`src/rtl/regbank_sequencer.sv`:
```
// Command sequencer for the 8x8 two-read/one-write register bank: operand fetch, 8-bit ALU, write-back, response.
// Optional REGBANK_SEQUENCER_FWD_EN drops the write-to-read wait states and forwards the last write into operand fetch.
module regbank_sequencer (
   input  logic       clk,
   input  logic       rst,
   input  logic       cmd_valid,
   output logic       cmd_ready,
   input  logic [2:0] cmd_op,
   input  logic [2:0] cmd_rd,
   input  logic [2:0] cmd_rs1,
   input  logic [2:0] cmd_rs2,
   input  logic [7:0] cmd_imm,
   output logic       rsp_valid,
   input  logic       rsp_ready,
   output logic [7:0] rsp_data,
   output logic       rsp_carry,
   output logic [2:0] reg_addr_1,
   output logic [2:0] reg_addr_2,
   input  logic [7:0] reg_data_1,
   input  logic [7:0] reg_data_2,
   output logic       write_enable,
   output logic [2:0] write_addr,
   output logic [7:0] write_data
);

   typedef enum logic [2:0] {IDLE, OPER, EXEC, WAIT1, WAIT2, RESP} state_t;

   localparam logic [2:0] OP_ADD  = 3'b000;
   localparam logic [2:0] OP_SUB  = 3'b001;
   localparam logic [2:0] OP_AND  = 3'b010;
   localparam logic [2:0] OP_OR   = 3'b011;
   localparam logic [2:0] OP_XOR  = 3'b100;
   localparam logic [2:0] OP_LDI  = 3'b101;
   localparam logic [2:0] OP_ADDI = 3'b110;
   localparam logic [2:0] OP_RD   = 3'b111;

   state_t     state, state_nxt;
   logic [2:0] op_q, rd_q, rs1_q, rs2_q;
   logic [7:0] imm_q, opa_q, opb_q;
   logic [7:0] opa, opb;
   logic [7:0] result;
   logic       carry;
   logic       writes;
   logic [8:0] sum_rr, sum_ri;

`ifdef REGBANK_SEQUENCER_FWD_EN
   logic [2:0] fwd_addr;
   logic [7:0] fwd_data;
   logic [1:0] fwd_life;

   always_ff @(posedge clk) begin
      if (rst) begin
         fwd_addr <= '0;
         fwd_data <= '0;
         fwd_life <= '0;
      end else if (write_enable) begin
         fwd_addr <= write_addr;
         fwd_data <= write_data;
         fwd_life <= 2'd2;
      end else if (fwd_life != 2'd0) begin
         fwd_life <= fwd_life - 2'd1;
      end
   end

   always_comb begin
      opa = reg_data_1;
      opb = reg_data_2;
      if (fwd_life != 2'd0 && fwd_addr == rs1_q) opa = fwd_data;
      if (fwd_life != 2'd0 && fwd_addr == rs2_q) opb = fwd_data;
      // Register 0 is hard zero; this also keeps it out of forwarding.
      if (rs1_q == 3'd0) opa = '0;
      if (rs2_q == 3'd0) opb = '0;
   end
`else
   always_comb begin
      opa = (rs1_q == 3'd0) ? 8'd0 : reg_data_1;
      opb = (rs2_q == 3'd0) ? 8'd0 : reg_data_2;
   end
`endif

   assign sum_rr = {1'b0, opa_q} + {1'b0, opb_q};
   assign sum_ri = {1'b0, opa_q} + {1'b0, imm_q};
   // rd=0 must never reach the bank: it would alias onto register 1.
   assign writes = (op_q != OP_RD) && (rd_q != 3'd0);

   always_comb begin
      result = '0;
      carry  = 1'b0;
      case (op_q)
         OP_ADD:  begin result = sum_rr[7:0]; carry = sum_rr[8]; end
         OP_SUB:  begin result = opa_q - opb_q; carry = (opa_q < opb_q); end
         OP_AND:  result = opa_q & opb_q;
         OP_OR:   result = opa_q | opb_q;
         OP_XOR:  result = opa_q ^ opb_q;
         OP_LDI:  result = imm_q;
         OP_ADDI: begin result = sum_ri[7:0]; carry = sum_ri[8]; end
         default: result = opa_q;
      endcase
   end

   always_ff @(posedge clk) begin
      if (rst) state <= IDLE;
      else     state <= state_nxt;
   end

   always_ff @(posedge clk) begin
      if (rst) begin
         op_q      <= '0;
         rd_q      <= '0;
         rs1_q     <= '0;
         rs2_q     <= '0;
         imm_q     <= '0;
         opa_q     <= '0;
         opb_q     <= '0;
         rsp_data  <= '0;
         rsp_carry <= 1'b0;
      end else begin
         if (state == IDLE && cmd_valid) begin
            op_q  <= cmd_op;
            rd_q  <= cmd_rd;
            rs1_q <= cmd_rs1;
            rs2_q <= cmd_rs2;
            imm_q <= cmd_imm;
         end
         if (state == OPER) begin
            opa_q <= opa;
            opb_q <= opb;
         end
         if (state == EXEC) begin
            rsp_data  <= result;
            rsp_carry <= carry;
         end
      end
   end

   always_comb begin
      state_nxt    = state;
      cmd_ready    = 1'b0;
      rsp_valid    = 1'b0;
      reg_addr_1   = '0;
      reg_addr_2   = '0;
      write_enable = 1'b0;
      write_addr   = '0;
      write_data   = '0;
      case (state)
         IDLE: begin
            cmd_ready = !rst;
            if (cmd_valid) state_nxt = OPER;
         end
         OPER: begin
            reg_addr_1 = rs1_q;
            reg_addr_2 = rs2_q;
            state_nxt  = EXEC;
         end
         EXEC: begin
            state_nxt = RESP;
            if (writes) begin
               // Gated by rst so a reset landing in EXEC drops the write.
               write_enable = !rst;
               write_addr   = rd_q;
               write_data   = result;
`ifndef REGBANK_SEQUENCER_FWD_EN
               state_nxt    = WAIT1;
`endif
            end
         end
         WAIT1: state_nxt = WAIT2;
         WAIT2: state_nxt = RESP;
         RESP: begin
            rsp_valid = 1'b1;
            if (rsp_ready) state_nxt = IDLE;
         end
         default: state_nxt = IDLE;
      endcase
   end

endmodule
```
`config.mk`:
```
export PLATFORM = sky130hd
export DESIGN_NAME = regbank_sequencer
export DESIGN_NICKNAME = d
export VERILOG_FILES = /design/src/rtl/regbank_sequencer.sv
export SDC_FILE = /design/constraint.sdc
export NUM_CORES = 1
export LEC_CHECK = 0
export CORE_ASPECT_RATIO = 1.5
export CORE_MARGIN = 2
export CORE_UTILIZATION = 53
export DETAILED_ROUTE_END_ITERATION = 8
export GPL_TIMING_DRIVEN = 0
export PLACE_DENSITY = 0.92
export RECOVER_POWER = 25
export REMOVE_ABC_BUFFERS = 1
export SYNTH_ARGS = -nofsm -noshare
export SYNTH_HDL_FRONTEND = slang
export SYNTH_SLANG_ARGS = --single-unit
```
`constraint.sdc`:
```
create_clock -name clk -period 2.8 [get_ports clk]
set_input_delay 0.28 -clock clk [delete_from_list [all_inputs] [get_ports clk]]
set_output_delay 0.28 -clock clk [all_outputs]
set_load 0.005 [all_outputs]
```
# Yosys cells after proc, flatten, opt, wreduce, memory -nomap -nowiden
# Cells that the tools add are included.
# word_totals
mem_count	0
latchBits	0
regBits	48
word_cells	58
mem_bits_ro	0
ram_bits	0
# op_classes
shifts	0
n_div	0
n_eq_ne	14
mul	0
mux	18
n_bitwise	3
magnitude_cmp	1
addsub	3
n_reduce_logical	9
# op_table
cell	n
one-hot mux 8 bit (7 select lines)	1
2-to-1 mux 8 bit	4
2-to-1 mux 3 bit	7
adder 8 x 8 -> 9 bit	2
one-hot mux 3 bit (6 select lines)	1
== test 3 bit, second input constant	5
== test 3 x 2 -> 1 bit, second input constant	4
zero test 3 bit	4
AND 8 bit	1
< comparator 8 bit	1
bitwise OR 8 bit	1
subtractor 8 bit	1
bitwise XOR 8 bit	1
== test 3 x 1 -> 1 bit, second input constant	2
2-to-1 mux 1 bit	4
!= test 2 bit, second input constant	2
!= test 3 bit, second input constant	1
one-hot mux 1 bit (3 select lines)	1
nonzero test 3 bit	1
logical AND 1 bit	2
AND reduction 2 bit	1
zero test 1 bit	1

# Logic depth before layout (Yosys ltp)
# Gate-level depths: netlist of the first run.
# depth
depth_word	4
depth_mapped	10
ltp_nobuf	10

# Least setup slack after synthesis of the first run
# No wires, ideal clock.
# synth_path
kind	reg-to-output
start	register opa_q[1]
end	output port write_data[7]
required_ns	2.520
path_buffers	0
stages_incl_launch_ff	8
setup_slack_ns	0.494
t_arrival_ns	2.026
path_cell_list	dfxtp_1 inv_1 ha_1 or2_2 a221oi_1 a211oi_1 a311oi_1 a21oi_1
# synth_via
elab_chain_cells	4
elab_cells_between_ends	6
# synth_lines
item	line	source
start, declared	39	logic [7:0] imm_q, opa_q, opb_q;
start signal, assigned	126	opa_q <= opa;
adder 8 x 8 -> 9 bit (tied with other cells)	82	assign sum_ri = {1'b0, opa_q} + {1'b0, imm_q};
one-hot mux 8 bit (7 select lines) *	89	case (op_q)
2-to-1 mux 8 bit *	157	if (writes) begin
2-to-1 mux 8 bit *	145	case (state)
end, declared	23	output logic [7:0] write_data
# Mark *: on every way between the ends. The rest lies on a longest branch, timed or not.

# Worst setup path after layout of the first run
# layout_path
start	register opb_q[0]
end	output port write_data[4]
# layout_via
elab_chain_cells	4
elab_cells_between_ends	5
# layout_lines
item	line	source
start, declared	39	
start signal, assigned	127	opb_q <= opb;
subtractor 8 bit / adder 8 x 8 -> 9 bit (equally long branches)	91, 81	
one-hot mux 8 bit (7 select lines) *	89	
2-to-1 mux 8 bit *	157	
2-to-1 mux 8 bit *	145	
# Marked as above.

==> flow_summary.yaml, run 1 <==
worst_hold_path:
  hold_class: "reg2reg"
  holdPathStages: 2
run_status:
  violations: "setup timing"
  status: "finished with violations"
routing:
  drt-initial-drc-count: 460
  ant_nets: 0
  via_per_inst: 6.51
  drc: 0
  vias: 4005
  wl_um: 12200
  wl_per_cell_um: 19.8
  dr.pass1.iters: 6
power:
  p_seq_frac: 0.438
  p_comb_frac: 0.323
  p_leak_nw: 1.80
  ir_drop_uv: 423
  swShare: 0.341
  p_int_mw: 1.20
  p_sw_uw: 619
  clockPowerShare: 0.239
  power_density_nw_per_um2: 381
layout:
  n_antenna_cell: 0
  final_nets: 613
  drive_above_1_share: 0.176
  area_growth_pct: 33.2
  final_util: 0.728
  stdcell_count: 615
  final_area_um2: 4760
global_routing:
  grt.total_usage: 0.305
  grt_pass1_wl_um: 18500
  grt_overflow: 0
  grt_pass1_vias: 3953
  antenna_found_initial: 0
  grt_max_degree: 52
timing:
  hold_violations: 0
  rsz0062_at_grt: "true"
  relSlewSlack: 0.407
  slew_viol_final: 0
  worstMarginPinSlew_ns: 0.890
  fin_crit_ns: 2.87
  fin_crit_sh: 1.03
  setup_viol: 4
  final.setup.worst_slack_ns: -0.0728
  finClkSkew_ns: 0.00442
  fmax_ghz: 0.348
  holdWs_ns: 0.478
synthesis:
  ys_seq_area_frac: 0.269
  yosys-top-cells-area: "dfxtp_1 27%, ha_1 11%, a21oi_1 6.3%"
  yosysWarnings: 0
  synth-edff-count: 0
  netlist_instances: 476
  yosysMostFrequentCell: "nand2_1"
  synthDistinctLibCells: 54
  avgSynthCellArea_um2: 7.50
  yosys.area.top_type: "dfxtp_1"
  netlist_area_um2: 3570
  ys_top_cells_by_count: "54 x nand2_1, 53 x nor2_1, 48 x dfxtp_1"
  synth_seq_cells: 48
  synth_ff_type: "dfxtp_1"
  async_flop_share: 0
  synth_top_cell_area_share: 0.269
die:
  die_h_um: 105
  core_um2: 6530
  initial_core_util: 0.547
  die-area_um2: 7430
  row_count: 36
  ioPinCount: 69
  die_x_um: 71.0
cts:
  clkTransAtPathRegs_ns: 0.09
  cts_buffers: 5
  cts_sinks: 48
  clockBufferDepth: 2
  cts_max_level: 2
  tritoncts: "built"
  root_buffer: "clkbuf_8"
  insertion_delay_ns: 0.31
critical_path:
  worst-setup-path-type: "reg2out"
  endpoint_kind: "output pin"
  cp_max_fo: 4
  cp_data_arrival_time_ns: 2.59
  path_cells: "ha_4 -> inv_1 -> fa_2 -> nand3b_1 -> a2111oi_4 -> a41oi_2 -> a21oi_2 -> a221oi_2 -> nor2_1 -> buf_2"
  cp_slowest_cell: "fa_2"
  cp-start-kind: "flop"
  reg2reg_depth: 12
  crit_required_ns: 2.52
  max_stage_delay_ns: 0.42
placed_design:
  dp_cells: 588
  dp_hpwl_um: 7310
  place_congestion: 0.964
  port_buffers: 68
  placed_area_um2: 4200
flow_run:
  max_cap_viol_count: 0
==> worst max-delay path, delay by kind of cell (launching register included) <==
kind,cells,cell delay (ns)
flip-flops,1,0.39
AND/OR/NAND/NOR,2,0.39
adder cells (fa/ha/maj),2,0.56
buffers and inverters,2,0.21
AO/OA/AOI/OAI,4,0.73
==> sequential cells by signal, indices dropped and copies added, names as in the netlist <==
register and flops:
imm_q 8, opa_q 8, opb_q 8, rsp_data 8, op_q 3, rd_q 3, rs1_q 3, rs2_q 3
state 3, rsp_carry 1
==> worst paths after layout <==
path                                             from                      to  slack, ns
worst max register to register  opa_q[0]$_SDFFE_PP0N_  rsp_carry$_SDFFE_PP0P_       0.19
worst min register to register   rd_q[0]$_SDFFE_PP0P_    rd_q[0]$_SDFFE_PP0P_       0.48
worst min-delay path             rd_q[0]$_SDFFE_PP0P_    rd_q[0]$_SDFFE_PP0P_       0.48
worst max-delay path            opb_q[0]$_SDFFE_PP0N_           write_data[4]      -0.07
==> timing repair <==
item	4_1_cts	5_1_grt
hold buffers	0	0
buffers inserted	14	5
pin swaps	19	22
endpoints found under the setup margin	12	9
gates resized for setup	72	28
==> power by group through the flow <==
stage	Combinational (mW)	Clock (mW)	Sequential (mW)
after floorplan	0.286	0	0.783
final	0.585	0.434	0.796
after global placement	0.439	0	0.801
after detailed placement	0.452	0	0.802
after global routing	0.632	0.460	0.800
after CTS	0.532	0.430	0.787
==> layout by cell type, fill, tap and decap left out, types with 6 or more instances in the layout <==
| cell | netlist | final |
|---|---|---|
| a21oi_1 | 45 | 41 |
| dlygate4sd3_1 | 0 | 9 |
| dfxtp_4 | 0 | 7 |
| and2_1 | 8 | 8 |
| nand2_1 | 54 | 54 |
| clkdlybuf4s50_1 | 0 | 51 |
| inv_1 | 31 | 28 |
| xnor2_1 | 8 | 8 |
| nor3_1 | 11 | 10 |
| clkbuf_8 | 0 | 6 |
| dfxtp_2 | 0 | 7 |
| nor2b_1 | 11 | 7 |
| ha_1 | 32 | 23 |
| buf_4 | 0 | 19 |
| ha_4 | 0 | 8 |
| nand3b_1 | 7 | 7 |
| nor2_1 | 53 | 51 |
| dfxtp_1 | 48 | 34 |
| a211oi_1 | 10 | 8 |
| o21ai_0 | 26 | 23 |
| a22oi_1 | 20 | 20 |
==> final cells by class <==
| type | instances | area [µm²] |
|---|---|---|
| clock inverter | 2 | 10.0 |
| clock buffer | 6 | 82.6 |
| inverter | 32 | 126 |
| fill | 395 | 1770 |
| sequential | 48 | 996 |
| multi-input combinational | 364 | 2650 |
| tap | 76 | 95.1 |
| timing repair buffer | 87 | 795 |
==> layer usage <==
metal | vias to the layer above | global-route usage | routed length (µm) | part of all wire
met5 | - | 0 | 0 | 0
met4 | 0 | 0.162 | 635 | 0.052
met3 | 68 | 0.0444 | 985 | 0.081
met2 | 279 | 0.533 | 6230 | 0.51
met1 | 1850 | 0.352 | 4340 | 0.36
li1 | 1808 | - | - | -
==> through the flow <==
stage | worst slack [ns] | TNS (ns) | total power [mW]
after CTS | -0.0353 | -0.0353 | 1.75
after detailed placement | -0.403 | -2.66 | 1.25
after floorplan | 0.494 | 0 | 1.07
after global placement | -0.422 | -2.96 | 1.24
final | -0.0728 | -0.203 | 1.81
after global routing | -0.159 | -0.514 | 1.89
==> cells by family after synthesis <==
group                    after synthesis  share of synthesized area
multiplexers                           4                     0.0147
buffers and inverters                 64                     0.0743
AND/OR/NAND/NOR                      172                      0.231
adder cells (fa/ha/maj)               35                      0.129
AO/OA/AOI/OAI                        144                      0.260
XOR/XNOR                               9                     0.0221
flip-flops                            48                      0.269
Power figures use the tool's default switching activity.
==> inputs of run 2 (changes only) <==
--- a/config.mk
+++ b/config.mk
@@ -10,6 +10,7 @@
 export CORE_UTILIZATION = 53
 export DETAILED_ROUTE_END_ITERATION = 8
 export GPL_TIMING_DRIVEN = 0
+export HOLD_SLACK_MARGIN = 0.12
 export PLACE_DENSITY = 0.92
 export RECOVER_POWER = 25
 export REMOVE_ABC_BUFFERS = 1
==> results of run 2 <==
The final DEF is identical to that of run 1; final timing and power are the same.
==> inputs of run 3 (changes only) <==
--- a/config.mk
+++ b/config.mk
@@ -9,7 +9,6 @@
 export CORE_MARGIN = 2
 export CORE_UTILIZATION = 53
 export DETAILED_ROUTE_END_ITERATION = 8
-export GPL_TIMING_DRIVEN = 0
 export HOLD_SLACK_MARGIN = 0.12
 export PLACE_DENSITY = 0.92
 export RECOVER_POWER = 25
==> run 3 against run 2 <==
Against the previous run:
- the flow still finishes with violations (setup timing)
- register-to-register slack improved by 0.15 ns
- die area did not move
- first-iteration DRC count rose by 2.8%
- setup slack improved by 0.070 ns
- sequential share of layout area fell by 1.4 points
- design area rose by 5.4%
- critical path depth rose by 1
- flip-flop and latch count did not move
- global-route usage rose by 3.1 points
- combinational power rose by 13%
- highest routed layer unchanged
==> flow_summary.yaml, run 3 (synthesis gave the netlist of run 1 again) <==
routing:
  drt-initial-drc-count: 473
  wl_per_cell_um: 19.6
  vias: 4139
  drc: 0
  ant_nets: 0
  dr.pass1.iters: 5
  via_per_inst: 6.30
  wl_um: 12900
die:
  row_count: 36
  die-area_um2: 7430
  initial_core_util: 0.547
  die_x_um: 71.0
  core_um2: 6530
  die_h_um: 105
  ioPinCount: 69
critical_path:
  worst-setup-path-type: "reg2out"
  crit_required_ns: 2.52
  reg2reg_depth: 7
  cp_slowest_cell: "dfxtp_4"
  cp_data_arrival_time_ns: 2.52
  path_cells: "inv_2 -> ha_2 -> inv_1 -> fa_2 -> nor2b_4 -> o311ai_2 -> nand2_1 -> xnor2_2 -> nand2_2 -> a21oi_2 -> clkbuf_2"
  cp-start-kind: "flop"
  reg2reg_to: "opb_q[1]$_SDFFE_PP0N_"
  ff2ff_setup_slack_ns: 0.34
  r2r-start: "state[2]$_SDFFE_PP0P_"
  endpoint_kind: "output pin"
  cp_max_fo: 4
  max_stage_delay_ns: 0.37
worst_hold_path:
  hold_class: "reg2reg"
  holdPathStages: 2
  min_to: "rsp_data[0]$_SDFFE_PP0P_"
  min_from: "rsp_data[0]$_SDFFE_PP0P_"
placed_design:
  dp_hpwl_um: 9360
  port_buffers: 68
  place_congestion: 1.04
cts:
  tritoncts: "built"
  root_buffer: "clkbuf_8"
  clkTransAtPathRegs_ns: 0.08
  cts_max_level: 2
  insertion_delay_ns: 0.31
  clockBufferDepth: 2
  cts_sinks: 48
  cts_buffers: 5
layout:
  area_growth_pct: 40.4
  layout_commonest_cell: "buf_4"
  drive_above_1_share: 0.219
  final_cell_mix: "60 x buf_4, 53 x nand2_1, 52 x nor2_1, 52 x clkdlybuf4s50_1, 42 x a21oi_1"
  final_nets: 656
  seq_area_um2: 978
  final_util: 0.768
  fillers: 415
  n_antenna_cell: 0
  multi_input_area_um2: 2590
global_routing:
  grt_max_degree: 26
  antenna_found_initial: 0
  grt_pass1_wl_um: 19900
  grt_pass1_vias: 4085
  grt_overflow: 0
  grt.total_usage: 0.336
power:
  total_power_mw: 1.89
  p_leak_nw: 2.03
  power_density_nw_per_um2: 376
  ir_drop_uv: 441
run_status:
  status: "finished with violations"
  violations: "setup timing"
timing:
  rsz0062_at_grt: "true"
  relSlewSlack: 0.329
  fmax_ghz: 0.357
  hold_violations: 0
  final.setup.worst_slack_ns: -0.00247
  setup_viol: 1
  fin_crit_sh: 1.00
  setup_tns_ns: -0.00247
  fin_crit_ns: 2.80
  worstMarginPinSlew_ns: 1.01
  slew_viol_final: 0
  finClkSkew_ns: 0.00522
flow_run:
  max_cap_viol_count: 0
-- run 3: cell count changes in the layout (fill, tap and decap cells not counted), moves of 2 or more --
cell	change
ha_2	+2
clkbuf_1	+2
buf_2	-2
a211oi_2	+2
dfxtp_1	+6
dfxtp_4	-4
dfxtp_2	-2
ha_4	-2
clkinv_2	-2
dlymetal6s2s_1	+2
buf_4	+41
a211oi_1	-2
-- run 3: power by group --
group          leakage, nW  switching (mW)  internal (mW)
clock network       0.0503           0.229          0.220
logic                 1.59           0.348          0.314
registers            0.395          0.0521          0.723
total                 2.03           0.630           1.26
-- run 3: worst max-delay path: cells and delay by family (launching register included) --
kind / cells / cell delay (ns)
adders and majority gates: 2 / 0.52
AOI/OAI and AO/OA: 2 / 0.45
and+or+nand+nor: 3 / 0.40
DFF: 1 / 0.37
buffers and inverters: 3 / 0.27
xor gates and xnor gates: 1 / 0.21
-- run 3: worst max path at each step --
stage	from	end	slack, ns	cells after the start
2_1_floorplan	opa_q[1]$_SDFFE_PP0N_	write_data[7]	0.49	7
3_3_place_gp	opa_q[0]$_SDFFE_PP0N_	write_data[6]	-0.06	10
3_5_place_dp	opa_q[0]$_SDFFE_PP0N_	write_data[6]	-0.1	10
4_1_cts	imm_q[1]$_SDFFE_PP0P_	write_data[7]	-0.15	9
5_1_grt	opa_q[0]$_SDFFE_PP0N_	write_data[7]	-0.05	10
6_report	opa_q[0]$_SDFFE_PP0N_	write_data[6]	-0.002	11
-- run 3: layout make-up --
cell class	count	area share
multi-input combinational	364	0.517
timing repair buffer	130	0.225
sequential	48	0.195
inverter	32	0.0249
clock buffer	7	0.0192
tap	76	0.0190
-- run 3: routing by layer --
metal	global-route usage	wire length (µm)	part of all wire	vias up
met1	0.393	4700	0.37	1972
met5	0	0	0	-
met3	0.0309	916	0.071	39
met4	0.193	572	0.044	0
met2	0.585	6670	0.52	251
li1	-	-	-	1877
-- run 3: repair_timing --
item | CTS | global route
endpoints found under the hold margin | 0 | 0
pin swaps | 4 | 22
setup buffers | 4 | 6
gates resized for setup | 42 | 39
setup endpoints to repair | 8 | 7
hold buffers | 0 | 0
-- run 3: metrics by stage --
step,setup WS (ns),hold WS [ns],instance area [µm²],instances
finish,-0.00247,0.462,5020,657
CTS,-0.151,0.459,4850,651
global route,-0.0485,0.498,5020,657
floorplan,0.494,0.349,3430,444
detailed placement,-0.0970,0.448,4600,640
global placement,-0.0554,0.446,4600,640
==> patch 1: new RTL, config.mk and constraints of run 2 <==
Add a define of `REGBANK_SEQUENCER_FWD_EN`.
--- a/src/rtl/regbank_sequencer.sv
+++ b/src/rtl/regbank_sequencer.sv
@@ -2,2 +2,4 @@
 // Optional REGBANK_SEQUENCER_FWD_EN drops the write-to-read wait states and forwards the last write into operand fetch.
+`define REGBANK_SEQUENCER_FWD_EN
+
 module regbank_sequencer (
Formal check against the unedited RTL: not equivalent (a bounded check fails within 4 cycles, from zero or initial values and one cycle with rst high).
==> patch 1 against run 2 <==
  * The flow still finishes with violations (setup timing)
  * Routed wire length grew 40%
  * Sequential share of layout area up 0.56 points
  * Sequential cell count increased by 13
  * Setup slack worse by 42 ps
  * Combinational power is 5.5% higher
  * Clock power rose to 2.6 times the old value
  * Hold slack worse by 100 ps
  * Final area rose by 23%
  * Total power grew 51%
  * Synthesized area rose by 18%
  * Critical path type unchanged
  * Highest routed layer unchanged
==> patch 1: results (changes against run 2) <==
* Outcome: finished with violations
* Failing checks: setup timing
* Lkg Pwr at 2.30 nW (+28%)
* Starting DRT DRC Count at 903 (+96%)
* Total CTS buffers at 9 (+4)
* Pin slew with the least headroom to its limit at 1420 ps (+527 ps)
* Max VDD drop at 0.000518 V (+23%)
* First-pass GRT wire length at 22.9 mm (+24%)
* Clk Latency, worst-skew pair at 340 ps (+30 ps)
* GR Util All Layers at 33.2% (+2.7 points)
* DP Area at 4860 µm² (+16%)
* Final setup margin at -115 ps (-42.3 ps)
* Met3 Usage GRT at 6.70% (+2.3 points)
* Critical path's largest stage delay at 530 ps (+110 ps)
* H-Tree Depth at 3 (+1)
* Synth top cells by count: a21oi_1, nor2_1, nand2_1
* Final setup fails at 5 (+1)
* DP Cell Count at 684 (+16%)
* Post-Synthesis Cells at 539 (+13%)
* Largest cells by area after synthesis: dfxtp_1, ha_1, a21oi_1, nor2_1, nand2_1
* Worst path buffer plus inverter count at 3 (+1)
* Crit-path slowest cell: clkdlybuf4s50_1
* Synth top area share at 28.9% (+2.0 points)
* Hpwl dp at 8.49 mm (+16%)
* Clock Skew at 4.57 ps (+0.140 ps)
* GRT met1 Usage at 34.0% (-1.2 points)
* Largest net degree at the start of global routing at 51 (-1.9%)
* Hold Path Origin: rst
* Number of global-route vias before repair at 4695 (+19%)
* CP max FO at 19 (+15)
* Overall routed net length at 17.0 mm (+40%)
* WHS Endpoint: opa_q[0]
* WL/cell at 23.0 µm (+16%)
* Worst-path clk slew at 60 ps (-30 ps)
* RR Endpoint: fwd_data[1]
* Clk root buf: clkbuf_16
* Met2 usage at 58.2% (+5.0 points)
* Final #Nets at 710 (+16%)
* Worst-case reg-to-reg path depth at 15 (+3)
* Register area share after synthesis at 28.9% (+2.0 points)
* HP Class: in2reg
==> patch 1: routing by layer <==
| metal | vias up | share of wire (%) |
|---|---|---|
| li1 | 2058 | - |
| met1 | 2259 | 34 |
| met2 | 445 | 48 |
| met3 | 165 | 9.3 |
| met4 | 0 | 8.6 |
| met5 | - | 0 |
==> patch 1: how the worst max path moves through the flow <==
stage,to,cells after the start,slack [ps],startpoint
after floorplan,write_data[5],9,560,opa_q[1]
after global placement,cmd_ready,3,-570,rst
after detailed placement,write_data[2],5,-510,op_q[0]
after CTS,write_data[6],10,-40,opb_q[3]
after global routing,write_data[2],11,-90,opa_q[0]
final,write_data[0],8,-120,op_q[2]
==> patch 1: stage by stage <==
stage          setup TNS [ps]  hold WS, ps
2_1_floorplan               0          349
3_3_place_gp            -4880          434
3_5_place_dp            -4280          449
4_1_cts                 -66.4          332
5_1_grt                  -312          387
6_report                 -254          375
==> patch 1: cell families after synthesis <==
family | after synthesis | share of synthesized area [%]
multiplexers | 20 | 4.77
AND/OR/NAND/NOR | 192 | 21.6
AO/OA/AOI/OAI | 156 | 23.1
buffers and inverters | 59 | 7.29
adder cells (fa/ha/maj) | 36 | 11.2
flip-flops | 61 | 28.9
XOR/XNOR | 15 | 3.11
==> patch 1: power by group <==
group	switching, mW	internal (mW)
Clock	0.434	0.715
Combinational	0.339	0.278
Sequential	0.0782	0.904
==> patch 1: area by class of cell <==
cell class	instances	area, µm²
clock buffer	11	243
sequential	61	1260
timing repair buffer	110	991
fill	426	1810
clock inverter	5	60.1
tap	102	128
inverter	33	131
multi-input combinational	419	3040
==> patch 1: worst register-to-register path, stage by stage (launching register included) <==
cell     delay (ps)
dfxtp_4         390
ha_2            210
inv_1            60
fa_2            420
a21oi_1         220
a22oi_1         140
o21ai_2         240
nand2_2         110
buf_6           130
buf_6           100
buf_4           120
buf_4           120
buf_4           120
buf_4           120
buf_4           130
a21oi_2         150
==> patch 1: timing repair <==
| item | 4_1_cts | 5_1_grt |
|---|---|---|
| pin swaps | 23 | 32 |
| endpoints found under the hold margin | 0 | 0 |
| setup buffers | 25 | 17 |
| setup endpoints to repair | 12 | 10 |
| hold buffers | 0 | 0 |
| resized for setup | 71 | 45 |
==> patch 2: new RTL, flow settings as in run 2 <==
Without the edit above. Re-encode `state_t` (6 states) as Gray code, 3 bits wide.
--- a/src/rtl/regbank_sequencer.sv
+++ b/src/rtl/regbank_sequencer.sv
@@ -25,3 +25,3 @@
 
-   typedef enum logic [2:0] {IDLE, OPER, EXEC, WAIT1, WAIT2, RESP} state_t;
+   typedef enum logic [2:0] {IDLE = 3'b000, OPER = 3'b001, EXEC = 3'b011, WAIT1 = 3'b010, WAIT2 = 3'b110, RESP = 3'b111} state_t;
 
Check against the original RTL: no difference found for any inputs over 10 cycles, from zero or initial values and one cycle with rst high; not proved beyond that.
==> patch 2 against run 2 <==
  * The run ends with DRC, setup timing left
  * Clock power increased by 24%
  * Routed wire length increased by 6.1%
  * Sequential share of layout area fell by 0.61 points
  * Final area up 4.1%
  * Sequential cell count stayed put
  * Total power is 8.2% higher
  * Setup slack better by 21 ps
  * Synthesized area up 2.1%
  * First-iteration DRC count is 4.6% lower
  * Global-route usage up 1.5 points
==> patch 2: results (changes against run 2) <==
* Syn avg cell area at 7.57 µm² (+0.83%)
* Multiplexer share of the synthesized area at 1.41% (-0.065 points)
* Final setup fails at 1 (-3)
* Post-CTS setup buffer count at 16 (+2)
* Outcome: finished with violations
* Seq area share at 20.3% (-0.61 points)
* Total power draw at 1.96 mW (+8.2%)
* RR Endpoint: rsp_data[6]
* Lkg Pwr at 1.93 nW (+7.3%)
* Compound-Gate Fraction of Synth Area at 25.4% (-0.57 points)
* Post-place setup slack at -359 ps (+44.0 ps)
* Synth Area in XOR/XNOR at 1.92% (-0.29 points)
* DRC viols at 1 (+1)
* Setup TNS at -51.3 ps (+152 ps)
* DP Area at 4280 µm² (+2.0%)
* Synth Area in Adders at 12.6% (-0.27 points)
* GR Util All Layers at 32.0% (+1.5 points)
* Final setup margin at -51.3 ps (+21.4 ps)
* Inverters at 29 (-9.4%)
* CP max FO at 3 (-1)
* Largest net degree at the start of global routing at 45 (-13%)
* Failing checks: DRC, setup timing
* First-pass GRT wire length at 19.2 mm (+4.0%)
* Reported net switching power at 0.661 mW (+6.7%)
* R2R setup slack at 210 ps (+20 ps)
* Register area share after synthesis at 26.3% (-0.55 points)
* WHS Endpoint: rsp_data[0]
* Hold Path Origin: rsp_data[0]
* Signal buffers share of area at 17.6% (+0.94 points)
* CP endpoint: write_data[6]
* DP Cell Count at 596 (+1.4%)
* Post-layout util at 73.2% (+0.40 points)
==> patch 2: cell count changes after synthesis, sizes merged, moves of 7 or more <==
cell | before | now
nand2 | 54 | 63
and2 | 9 | 2
nor2 | 53 | 46
nand3b | 7 | 0
a211oi | 11 | 4
o21ai | 29 | 13
nand3 | 2 | 10
nand2b | 4 | 12
==> patch 2: critical path, stage by stage, from the launching register on <==
cell and delay (ps):
dfxtp_4 400, buf_4 160, ha_4 150, inv_1 50, fa_1 410, nand2b_4 180, a21oi_2 130, a211o_1 140
mux2i_1 240, a211oi_2 90, nor2_1 160, buf_2 130
==> patch 2: metal layers <==
| metal | global-route usage (%) | routed length [µm] | vias up |
|---|---|---|---|
| met5 | 0 | 0 | - |
| met4 | 19.8 | 751 | 0 |
| met3 | 4.97 | 816 | 63 |
| met2 | 56.4 | 6650 | 256 |
| met1 | 34.9 | 4710 | 1952 |
| li1 | - | - | 1852 |
